`src/rtl/risc_v_run_controller.sv`:
```
// Program-load / clear / run / register-check sequencer for a RISC-V core under test.
// Optional data dump stream is compiled in with `define RUN_CTRL_DUMP_EN.
module risc_v_run_controller #(
  parameter int PROG_WORDS  = 64,
  parameter int DATA_BASE   = 8192,
  parameter int ADDR_W      = 14,
  parameter int CLEAR_WORDS = 64,
  parameter int RUN_CYCLES  = 50,
  parameter int NUM_CHECKS  = 3,
  parameter int DUMP_WORDS  = 16
) (
  input  logic                     clk,
  input  logic                     reset,
  input  logic                     start,
  input  logic                     halt,
  output logic [ADDR_W-1:0]        rom_addr,
  input  logic [31:0]              rom_data,
  output logic                     mem_sel,
  output logic                     mem_we,
  output logic [ADDR_W-1:0]        mem_addr,
  output logic [31:0]              mem_wdata,
  input  logic [31:0]              mem_rdata,
  output logic                     core_reset,
  output logic                     core_stall,
  output logic [4:0]               reg_rd_addr,
  input  logic [31:0]              reg_rd_data,
  input  logic [5*NUM_CHECKS-1:0]  chk_reg,
  input  logic [32*NUM_CHECKS-1:0] chk_val,
  output logic                     busy,
  output logic                     done,
  output logic                     pass,
  output logic [7:0]               err_count,
  output logic [7:0]               fail_idx,
  output logic [15:0]              cycle_count
`ifdef RUN_CTRL_DUMP_EN
  ,
  output logic                     dump_valid,
  input  logic                     dump_ready,
  output logic [31:0]              dump_data
`endif
);

  typedef enum logic [2:0] {
    S_IDLE, S_LOAD, S_CLEAR, S_RUN, S_CHECK, S_DUMP, S_DONE
  } state_t;

  localparam logic [31:0]       PROG_LAST  = 32'(PROG_WORDS - 1);
  localparam logic [31:0]       CLEAR_LAST = 32'(CLEAR_WORDS - 1);
  localparam logic [31:0]       RUN_LAST   = 32'(RUN_CYCLES - 1);
  localparam logic [31:0]       CHK_LAST   = 32'(NUM_CHECKS - 1);
  localparam logic [ADDR_W-1:0] BASE_A     = ADDR_W'(DATA_BASE);

  state_t      state, state_nxt;
  logic [31:0] idx;
  logic        step;
  logic [4:0]  chk_reg_cur;
  logic [31:0] chk_val_cur;
  logic        chk_miss;

`ifndef RUN_CTRL_DUMP_EN
  logic unused_dump;
  assign unused_dump = ^{mem_rdata, 32'(DUMP_WORDS)};
`endif

  // Select the check entry addressed by the shared per-state index.
  always_comb begin
    chk_reg_cur = '0;
    chk_val_cur = '0;
    for (int i = 0; i < NUM_CHECKS; i++) begin
      if (idx == 32'(i)) begin
        chk_reg_cur = chk_reg[i*5 +: 5];
        chk_val_cur = chk_val[i*32 +: 32];
      end
    end
  end

  assign chk_miss = (reg_rd_data != chk_val_cur);

  always_ff @(posedge clk) begin
    if (!reset) state <= S_IDLE;
    else        state <= state_nxt;
  end

  always_comb begin
    state_nxt = state;
    step      = 1'b0;
    case (state)
      S_IDLE:  if (start) state_nxt = S_LOAD;
      S_LOAD: begin
        step = 1'b1;
        if (idx == PROG_LAST) state_nxt = S_CLEAR;
      end
      S_CLEAR: begin
        step = 1'b1;
        if (idx == CLEAR_LAST) state_nxt = S_RUN;
      end
      S_RUN: begin
        step = 1'b1;
        if (halt || idx == RUN_LAST) state_nxt = S_CHECK;
      end
      S_CHECK: begin
        step = 1'b1;
`ifdef RUN_CTRL_DUMP_EN
        if (idx == CHK_LAST) state_nxt = S_DUMP;
`else
        if (idx == CHK_LAST) state_nxt = S_DONE;
`endif
      end
      S_DUMP: begin
`ifdef RUN_CTRL_DUMP_EN
        // dump_valid is always high here, so ready alone marks an accepted word
        step = dump_ready;
        if (dump_ready && idx == 32'(DUMP_WORDS - 1)) state_nxt = S_DONE;
`else
        state_nxt = S_DONE;
`endif
      end
      S_DONE:  if (start) state_nxt = S_LOAD;
      default: state_nxt = S_IDLE;
    endcase
  end

  always_ff @(posedge clk) begin
    if (!reset) begin
      idx         <= '0;
      err_count   <= '0;
      fail_idx    <= 8'hFF;
      cycle_count <= '0;
    end else begin
      if (state_nxt != state) idx <= '0;
      else if (step)          idx <= idx + 32'd1;

      if ((state == S_IDLE || state == S_DONE) && start) begin
        err_count   <= '0;
        fail_idx    <= 8'hFF;
        cycle_count <= '0;
      end

      if (state == S_RUN && cycle_count != 16'hFFFF)
        cycle_count <= cycle_count + 16'd1;

      if (state == S_CHECK && chk_miss) begin
        if (err_count != 8'hFF) err_count <= err_count + 8'd1;
        if (err_count == 8'd0)  fail_idx  <= idx[7:0];
      end
    end
  end

  always_comb begin
    rom_addr    = '0;
    mem_sel     = 1'b0;
    mem_we      = 1'b0;
    mem_addr    = '0;
    mem_wdata   = '0;
    core_reset  = 1'b0;
    core_stall  = 1'b0;
    reg_rd_addr = '0;
    busy        = 1'b1;
    done        = 1'b0;
    pass        = 1'b0;
`ifdef RUN_CTRL_DUMP_EN
    dump_valid  = 1'b0;
    dump_data   = '0;
`endif
    case (state)
      S_IDLE: begin
        busy       = 1'b0;
        core_reset = 1'b1;
      end
      S_LOAD: begin
        core_reset = 1'b1;
        mem_sel    = 1'b1;
        mem_we     = 1'b1;
        rom_addr   = idx[ADDR_W-1:0];
        mem_addr   = idx[ADDR_W-1:0];
        mem_wdata  = rom_data;
      end
      S_CLEAR: begin
        core_reset = 1'b1;
        mem_sel    = 1'b1;
        mem_we     = 1'b1;
        mem_addr   = BASE_A + idx[ADDR_W-1:0];
      end
      S_CHECK: begin
        core_stall  = 1'b1;
        reg_rd_addr = chk_reg_cur;
      end
      S_DUMP: begin
        core_stall = 1'b1;
`ifdef RUN_CTRL_DUMP_EN
        mem_sel    = 1'b1;
        mem_addr   = BASE_A + idx[ADDR_W-1:0];
        dump_valid = 1'b1;
        dump_data  = mem_rdata;
`endif
      end
      S_DONE: begin
        core_stall = 1'b1;
        busy       = 1'b0;
        done       = 1'b1;
        pass       = (err_count == 8'd0);
      end
      default: ;
    endcase
  end

endmodule

```
`config.mk`:
```
export PLATFORM = sky130hd
export DESIGN_NAME = risc_v_run_controller
export DESIGN_NICKNAME = d
export VERILOG_FILES = /design/src/rtl/risc_v_run_controller.sv
export SDC_FILE = /design/constraint.sdc
export NUM_CORES = 1
export LEC_CHECK = 0
export CORE_AREA = 2 2 122 124
export CTS_CLUSTER_DIAMETER = 100
export DETAILED_ROUTE_END_ITERATION = 8
export DIE_AREA = 0 0 124 126
export GPL_TIMING_DRIVEN = 0
export PLACE_DENSITY = 0.9
export SLEW_MARGIN = 20
export SYNTH_ARGS = -nofsm -noshare
export SYNTH_HDL_FRONTEND = slang
export SYNTH_SLANG_ARGS = --single-unit
```
`constraint.sdc`:
```
create_clock -name clk -period 7.7 [get_ports clk]
set_input_delay 1.54 -clock clk [delete_from_list [all_inputs] [get_ports clk]]
set_output_delay 1.54 -clock clk [all_outputs]
set_load 0.02 [all_outputs]
```
==> reports/results.ini, run 1 <==
[status]
status = completed

[timing]
finalClockSkew_ns = 0.006911
rsz0062_at_grt = false
tightest_slew_ns = 0.8664
clock.fmax_mhz = 197.8
setup_tns_ns = 0
fin_crit_ns = 5.054
slew_headroom_pct = 42.03
finalCritPeriodShare_pct = 65.64
maxSlewViolCount = 0
hold_violations = 0
setup_viol = 0

[placed_design]
place_area_sq_mm = 0.008691
hpwl_microns = 16340
gp_congestion = 0.9369
io_buffers = 281

[worst_setup_path]
critical_path_class = flip-flop to output pin
rr_worst_depth = 12
worstPathMaxFanout = 10
startpoint_type = flip-flop
r2r-end = err_count[5]
r2r_start = idx[0]
cp.arrival_ns = 3.51
cp_data_required_time_ns = 6.16
reg2reg_slack_ns = 3.54
endpoint_kind = output pin

[run]
drv_cap = 0

[detailed_routing]
vias_per_cell = 5.489
wl_microns = 20540
wire_per_inst_microns = 16.36
drtIter0Drc = 502
drtAntennaViolNets = 0
num_vias = 6889
dr.pass1.iters = 5
drc = 0

[die]
io_pins = 315
core_area_sq_mm = 0.01431
die_x_microns = 124
rows = 44
die_area_sq_mm = 0.01562
dieHeight_microns = 126
start_util_pct = 39.46

[worst_hold_path]
min_to = cycle_count[5]
min_from = cycle_count[5]
hold_depth = 1
hp-class = flip-flop to flip-flop

[grt]
grt_pass1_vias = 6406
grtUsageTotal_pct = 25.16
antenna_found_initial = 1
grt_max_degree = 14
grt_pass1_wl_microns = 31460
grt-ovfl-total = 0

[clock_network]
postCtsResizedCells = 0
htreeDepth = 3
cts_hold_buf = 0
cts_tree = done
root_buffer = clkbuf_16
postCtsSetupBuffers = 0
cts_max_path_buffers = 2
cts_sinks = 67
path_clk_slew_ns = 0.06
cts_made_buffers = 9
clkLatencyLatePin_ns = 0.34

[synthesis]
syn_avg_cell_area_sq_um = 7.306
synthTopCellsByArea = dfxtp_1 24%, a21oi_1 7.0%, and2_1 5.8%, nand3b_1 5.3%, nor2_1 5.3%
yosys.area.top_type = dfxtp_1
netlist_area_sq_mm = 0.005648
yosysSeqAreaShare_pct = 23.75
synth_cell_types = 57
syn_nets = 991
synth_ff_type = dfxtp_1
async_flop_share_pct = 0
synth_edf_count = 0
ys_ff_latch = 67
netlist_instances = 773
synth_top_area_share_pct = 23.75
yosysWarnings = 0

[power]
finalPower_w = 0.001127
p_per_area_mw_per_mm2 = 125.6
leakagePower_nw = 3.259
ir_drop_mv = 0.1107

[finish]
fin_area_sq_mm = 0.008972
synthToLayoutAreaGrowth_pct = 58.86
multi_input_area_sq_mm = 0.003939
drive_above_1_share_pct = 5.888
seqCellArea_sq_mm = 0.001341
finalNetCount = 1283
fill_cells = 1270

==> logic make-up after synthesis <==
| group | synth area share, % |
|---|---|
| AOI/OAI and AO/OA | 20.38 |
| adders and majority gates | 1.551 |
| buffers and inverters | 6.513 |
| and+or+nand+nor | 38.70 |
| muxes | 0.7311 |
| xor gates and xnor gates | 8.374 |
| DFF | 23.75 |
==> report_power, final <==
group / leakage, nW / switching, W / internal, W
Sequential: 0.540 / 0.00000267 / 0.000349
Clock: 0.128 / 0.000165 / 0.000219
Combinational: 2.59 / 0.000189 / 0.000203
==> Yosys cell counts (all sizes together), types with 10 or more instances <==
| library cell | n |
|---|---|
| nor3 | 40 |
| nand3b | 40 |
| dfxtp | 67 |
| nand4 | 10 |
| or2 | 13 |
| nand2 | 44 |
| buf | 17 |
| nor2 | 79 |
| inv | 37 |
| nand3 | 26 |
| clkbuf | 33 |
| a211oi | 17 |
| xor2 | 28 |
| a21oi | 79 |
| o32ai | 17 |
| and2 | 52 |
| xnor2 | 26 |
| o21ai | 13 |
| nor2b | 18 |
| and3 | 11 |
| nor4 | 10 |
| a22o | 16 |
==> state kept, by name (all words and copies together) (netlist names) <==
register and flops:
idx 32, state 3, cycle_count 16, fail_idx 8, err_count 8
==> worst max-delay path, cell delays in order, from the launching register on <==
cell	delay [ns]
dfxtp_1	0.41
nor4_1	0.38
nand4_1	0.17
clkbuf_1	0.31
nor2_1	0.75
nand2_1	0.33
nor2_1	0.20
clkdlybuf4s50_1	0.62
==> worst max path at each step <==
stage               depth (start not counted)              to  slack, ns        start
detailed placement                         10    err_count[5]       2.91  chk_val[27]
global placement                           10    err_count[5]       2.95  chk_val[43]
CTS                                         7  reg_rd_addr[1]       2.61       idx[7]
global route                                8  reg_rd_addr[2]       2.32       idx[9]
finish                                      7  reg_rd_addr[1]       2.65       idx[7]
floorplan                                   9    err_count[2]       3.66  chk_val[40]
==> metal layers <==
metal	global-route usage, %	up-vias	wire, microns
met5	0	-	0
met4	8.130	0	464
met3	6.205	38	1677
met2	41.05	291	9780
met1	32.41	3210	8614
li1	-	3350	-
==> layout by cell type (no fill, tap or decap), drive strengths merged, types with 4 or more instances in the layout <==
cell type / Yosys / final
a211oi: 17 / 17
a21oi: 79 / 79
a22o: 16 / 16
a22oi: 8 / 8
and2: 52 / 52
and3: 11 / 11
and4: 4 / 4
buf: 17 / 17
clkbuf: 33 / 42
clkdlybuf4s50: 0 / 281
dfxtp: 67 / 67
ha: 7 / 7
inv: 37 / 38
nand2: 44 / 44
nand3: 26 / 26
nand3b: 40 / 40
nand4: 10 / 10
nand4b: 7 / 7
nor2: 79 / 79
nor2b: 18 / 18
nor3: 40 / 40
nor4: 10 / 10
nor4b: 8 / 8
o211ai: 4 / 4
o21a: 4 / 4
o21ai: 13 / 13
o31a: 9 / 9
o32ai: 17 / 17
or2: 13 / 13
or4b: 9 / 9
xnor2: 26 / 26
xor2: 28 / 28
==> layout make-up <==
| class | count | area share, % |
|---|---|---|
| Sequential cell | 67 | 14.95 |
| Clock inverter | 7 | 0.5996 |
| Timing Repair Buffer | 281 | 31.35 |
| Tap cell | 184 | 2.566 |
| Inverter | 37 | 1.548 |
| Antenna cell | 1 | 0.02789 |
| Multi-Input combinational cell | 619 | 43.90 |
| Clock buffer | 9 | 2.510 |
| Buffer | 50 | 2.552 |
==> metrics by stage <==
| step | hold slack, ns | utilization, % | worst slack (ns) | instances |
|---|---|---|---|---|
| after detailed placement | 0.5218 | 60.72 | 2.913 | 1238 |
| after global placement | 0.4983 | 60.72 | 2.952 | 1238 |
| after floorplan | 0.4757 | - | 3.662 | 773 |
| final | 0.5377 | 62.68 | 2.646 | 1255 |
| after global routing | 0.5633 | 62.67 | 2.317 | 1254 |
| after CTS | 0.5339 | 62.67 | 2.609 | 1254 |
Note: power is estimated with default switching activity, not from simulation.
==> run 2, diff against run 1 <==
Settings changed: CORE_AREA 2 2 122 124 to default, CORE_MARGIN from default to 1, CORE_UTILIZATION from default to 36, DIE_AREA 0 0 124 126 to default, PLACE_DENSITY 0.9 to 0.87.
Clock period 7.7 ns to 4.2 ns, I/O delays scaled along.
==> reports/results.ini, run 2 (same netlist as run 1, synthesis figures left out) <==
[timing]
tightest_slew_ns = 0.6758  ; was 0.8664 ns
slew_headroom_pct = 54.95  ; was 42.03%
setup_tns_ns = 0  ; unchanged
finalClockSkew_ns = 0.005754  ; was 0.006911 ns
finalCritPeriodShare_pct = 97.59
clock.fmax_mhz = 244.0
setup_viol = 0  ; unchanged
maxSlewViolCount = 0  ; unchanged
fin_crit_ns = 4.099
rsz0062_at_grt = false  ; unchanged
hold_violations = 0  ; unchanged
timing.hold.ws_ns = 0.5245  ; was 0.5377 ns

[detailed_routing]
num_vias = 6909  ; was 6889
drtAntennaViolNets = 0  ; unchanged
dr.pass1.iters = 6  ; was 5
wl_microns = 21260  ; was 20540 microns
wire_per_inst_microns = 16.60  ; was 16.36 microns
vias_per_cell = 5.393  ; was 5.489
drc = 0  ; unchanged
drtIter0Drc = 565  ; was 502

[die]
die_x_microns = 127.3  ; was 124 microns
core_area_sq_mm = 0.01526  ; was 0.01431 sq mm
die_area_sq_mm = 0.01619  ; was 0.01562 sq mm
io_pins = 315  ; unchanged
rows = 45  ; was 44
start_util_pct = 37.02  ; was 39.46%
dieHeight_microns = 127.3  ; was 126 microns

[power]
leakagePower_nw = 3.279  ; was 3.259 nW
p_per_area_mw_per_mm2 = 229.2  ; was 125.6 mW/mm^2
ir_drop_mv = 0.2225  ; was 0.1107 mV

[worst_setup_path]
reg2reg_slack_ns = 0.10  ; was 3.54 ns
rr_worst_depth = 13  ; was 12
cp.arrival_ns = 4.32  ; was 3.51 ns
startpoint_type = flip-flop  ; unchanged
worstPathMaxFanout = 10  ; unchanged
crit_path_top_delay_cell = or4b_2  ; was nor2_1
endpoint_kind = flip-flop  ; was output pin
worstPathCellList = inv_1, ha_1, buf_2, buf_1, a22o_1, or4b_2, o32ai_1, o32ai_1, or4_4, o211ai_4, buf_4, nand4b_1, o31a_1  ; was nor4_1, nand4_1, clkbuf_1, nor2_1, nand2_1, nor2_1, clkdlybuf4s50_1
worst_path_most_repeated_cell = o32ai_1  ; was nor2_1
critical_path_class = flip-flop to flip-flop  ; was flip-flop to output pin
cp_slowest_stage_delay_ns = 0.61  ; was 0.75 ns
cp_data_required_time_ns = 4.42  ; was 6.16 ns

[clock_network]
cts_tree = done  ; unchanged
cts_made_buffers = 9  ; unchanged
cts_hold_buf = 0  ; unchanged
path_clk_slew_ns = 0.05  ; was 0.06 ns
cts_sinks = 67  ; unchanged
htreeDepth = 3  ; unchanged
cts_max_path_buffers = 2  ; unchanged
clkLatencyLatePin_ns = 0.33  ; was 0.34 ns
root_buffer = clkbuf_16  ; unchanged

[finish]
synthToLayoutAreaGrowth_pct = 59.70  ; was 58.86%
diodes = 0  ; was 1
top_register = idx  ; unchanged
drive_above_1_share_pct = 6.075  ; was 5.888%
reg_top3 = idx x32, cycle_count x16  ; unchanged
final_cell_mix = 281 x clkdlybuf4s50_1, 79 x a21oi_1, 78 x nor2_1, 65 x dfxtp_1, 52 x and2_1  ; was 281 x clkdlybuf4s50_1, 79 x a21oi_1, 79 x nor2_1, 67 x dfxtp_1, 52 x and2_1
final_common_cell = clkdlybuf4s50_1  ; unchanged
finalNetCount = 1283  ; unchanged
largest_reg_flops = 32  ; unchanged

[worst_hold_path]
hp-class = flip-flop to flip-flop  ; unchanged
hold_depth = 2  ; was 1

[placed_design]
gp_congestion = 0.8941  ; was 0.9369
io_buffers = 281  ; unchanged
hpwl_microns = 16940  ; was 16340 microns

[grt]
grt-ovfl-total = 0  ; unchanged
antenna_found_initial = 0  ; was 1
grt_pass1_vias = 6339  ; was 6406
grt_pass1_wl_microns = 32440  ; was 31460 microns
grtUsageTotal_pct = 25.35  ; was 25.16%
grt_max_degree = 11  ; was 14

[run]
drv_cap = 0  ; unchanged

[status]
status = completed  ; unchanged

==> run 2: routing by layer <==
layer | vias to the layer above | routed length [microns] | track usage, %
met2 | 283 | 9795 | 40.82
li1 | 3341 | - | -
met4 | 0 | 524 | 8.683
met5 | - | 0 | 0
met3 | 43 | 1431 | 5.402
met1 | 3242 | 9507 | 33.51
==> run 2: stage by stage <==
stage | power, W | setup slack [ns] | area [sq um] | cells | utilization (%)
after global placement | 0.001357 | 0.06037 | 8725 | 1265 | 57.18
after global routing | 0.002156 | 0.003683 | 9020 | 1281 | 59.11
after detailed placement | 0.001375 | 0.01880 | 8725 | 1265 | 57.18
after floorplan | 0.001044 | 0.6660 | 5648 | 773 | -
after CTS | 0.002071 | 0.003724 | 9009 | 1281 | 59.04
final | 0.002068 | 0.1014 | 9020 | 1281 | 59.11
==> run 2: path summary, 6_finish.rpt <==
kind	start	end
max	idx[0]	fail_idx[6]
min	cycle_count[1]	cycle_count[1]
max reg2reg	idx[0]	fail_idx[6]
min reg2reg	cycle_count[1]	cycle_count[1]
==> run 2: repair_timing <==
item	4_1_cts	5_1_grt
endpoints found under the setup margin	6	9
resized for setup	2	6
setup buffers	0	0
==> run 2: report_power, final <==
part	internal [W]	switching (W)	total, W	leakage, nW
Clock	0.000430	0.000264	0.000694	0.137
Combinational	0.000373	0.000355	0.000728	2.60
Sequential	0.000640	0.00000501	0.000645	0.541
Total	0.00144	0.000625	0.00207	3.28
==> run 2: cell type report <==
type                            instances  area [sq um]
Buffer                                 50         230.2
Clock buffer                           14         264.0
Clock inverter                          2         10.01
Fill cell                            1355          6238
Inverter                               37         138.9
Multi-Input combinational cell        619          3956
Sequential cell                        67          1344
Tap cell                              211         264.0
Timing Repair Buffer                  281          2813
==> run 2: critical path: cells and delay by family, from the launching register on <==
kind,cells,cell delay [ns]
buffers and inverters,4,0.83
adder cells (fa/ha/maj),1,0.26
AO/OA/AOI/OAI,5,1.19
flip-flops,1,0.41
AND/OR/NAND/NOR,3,1.29
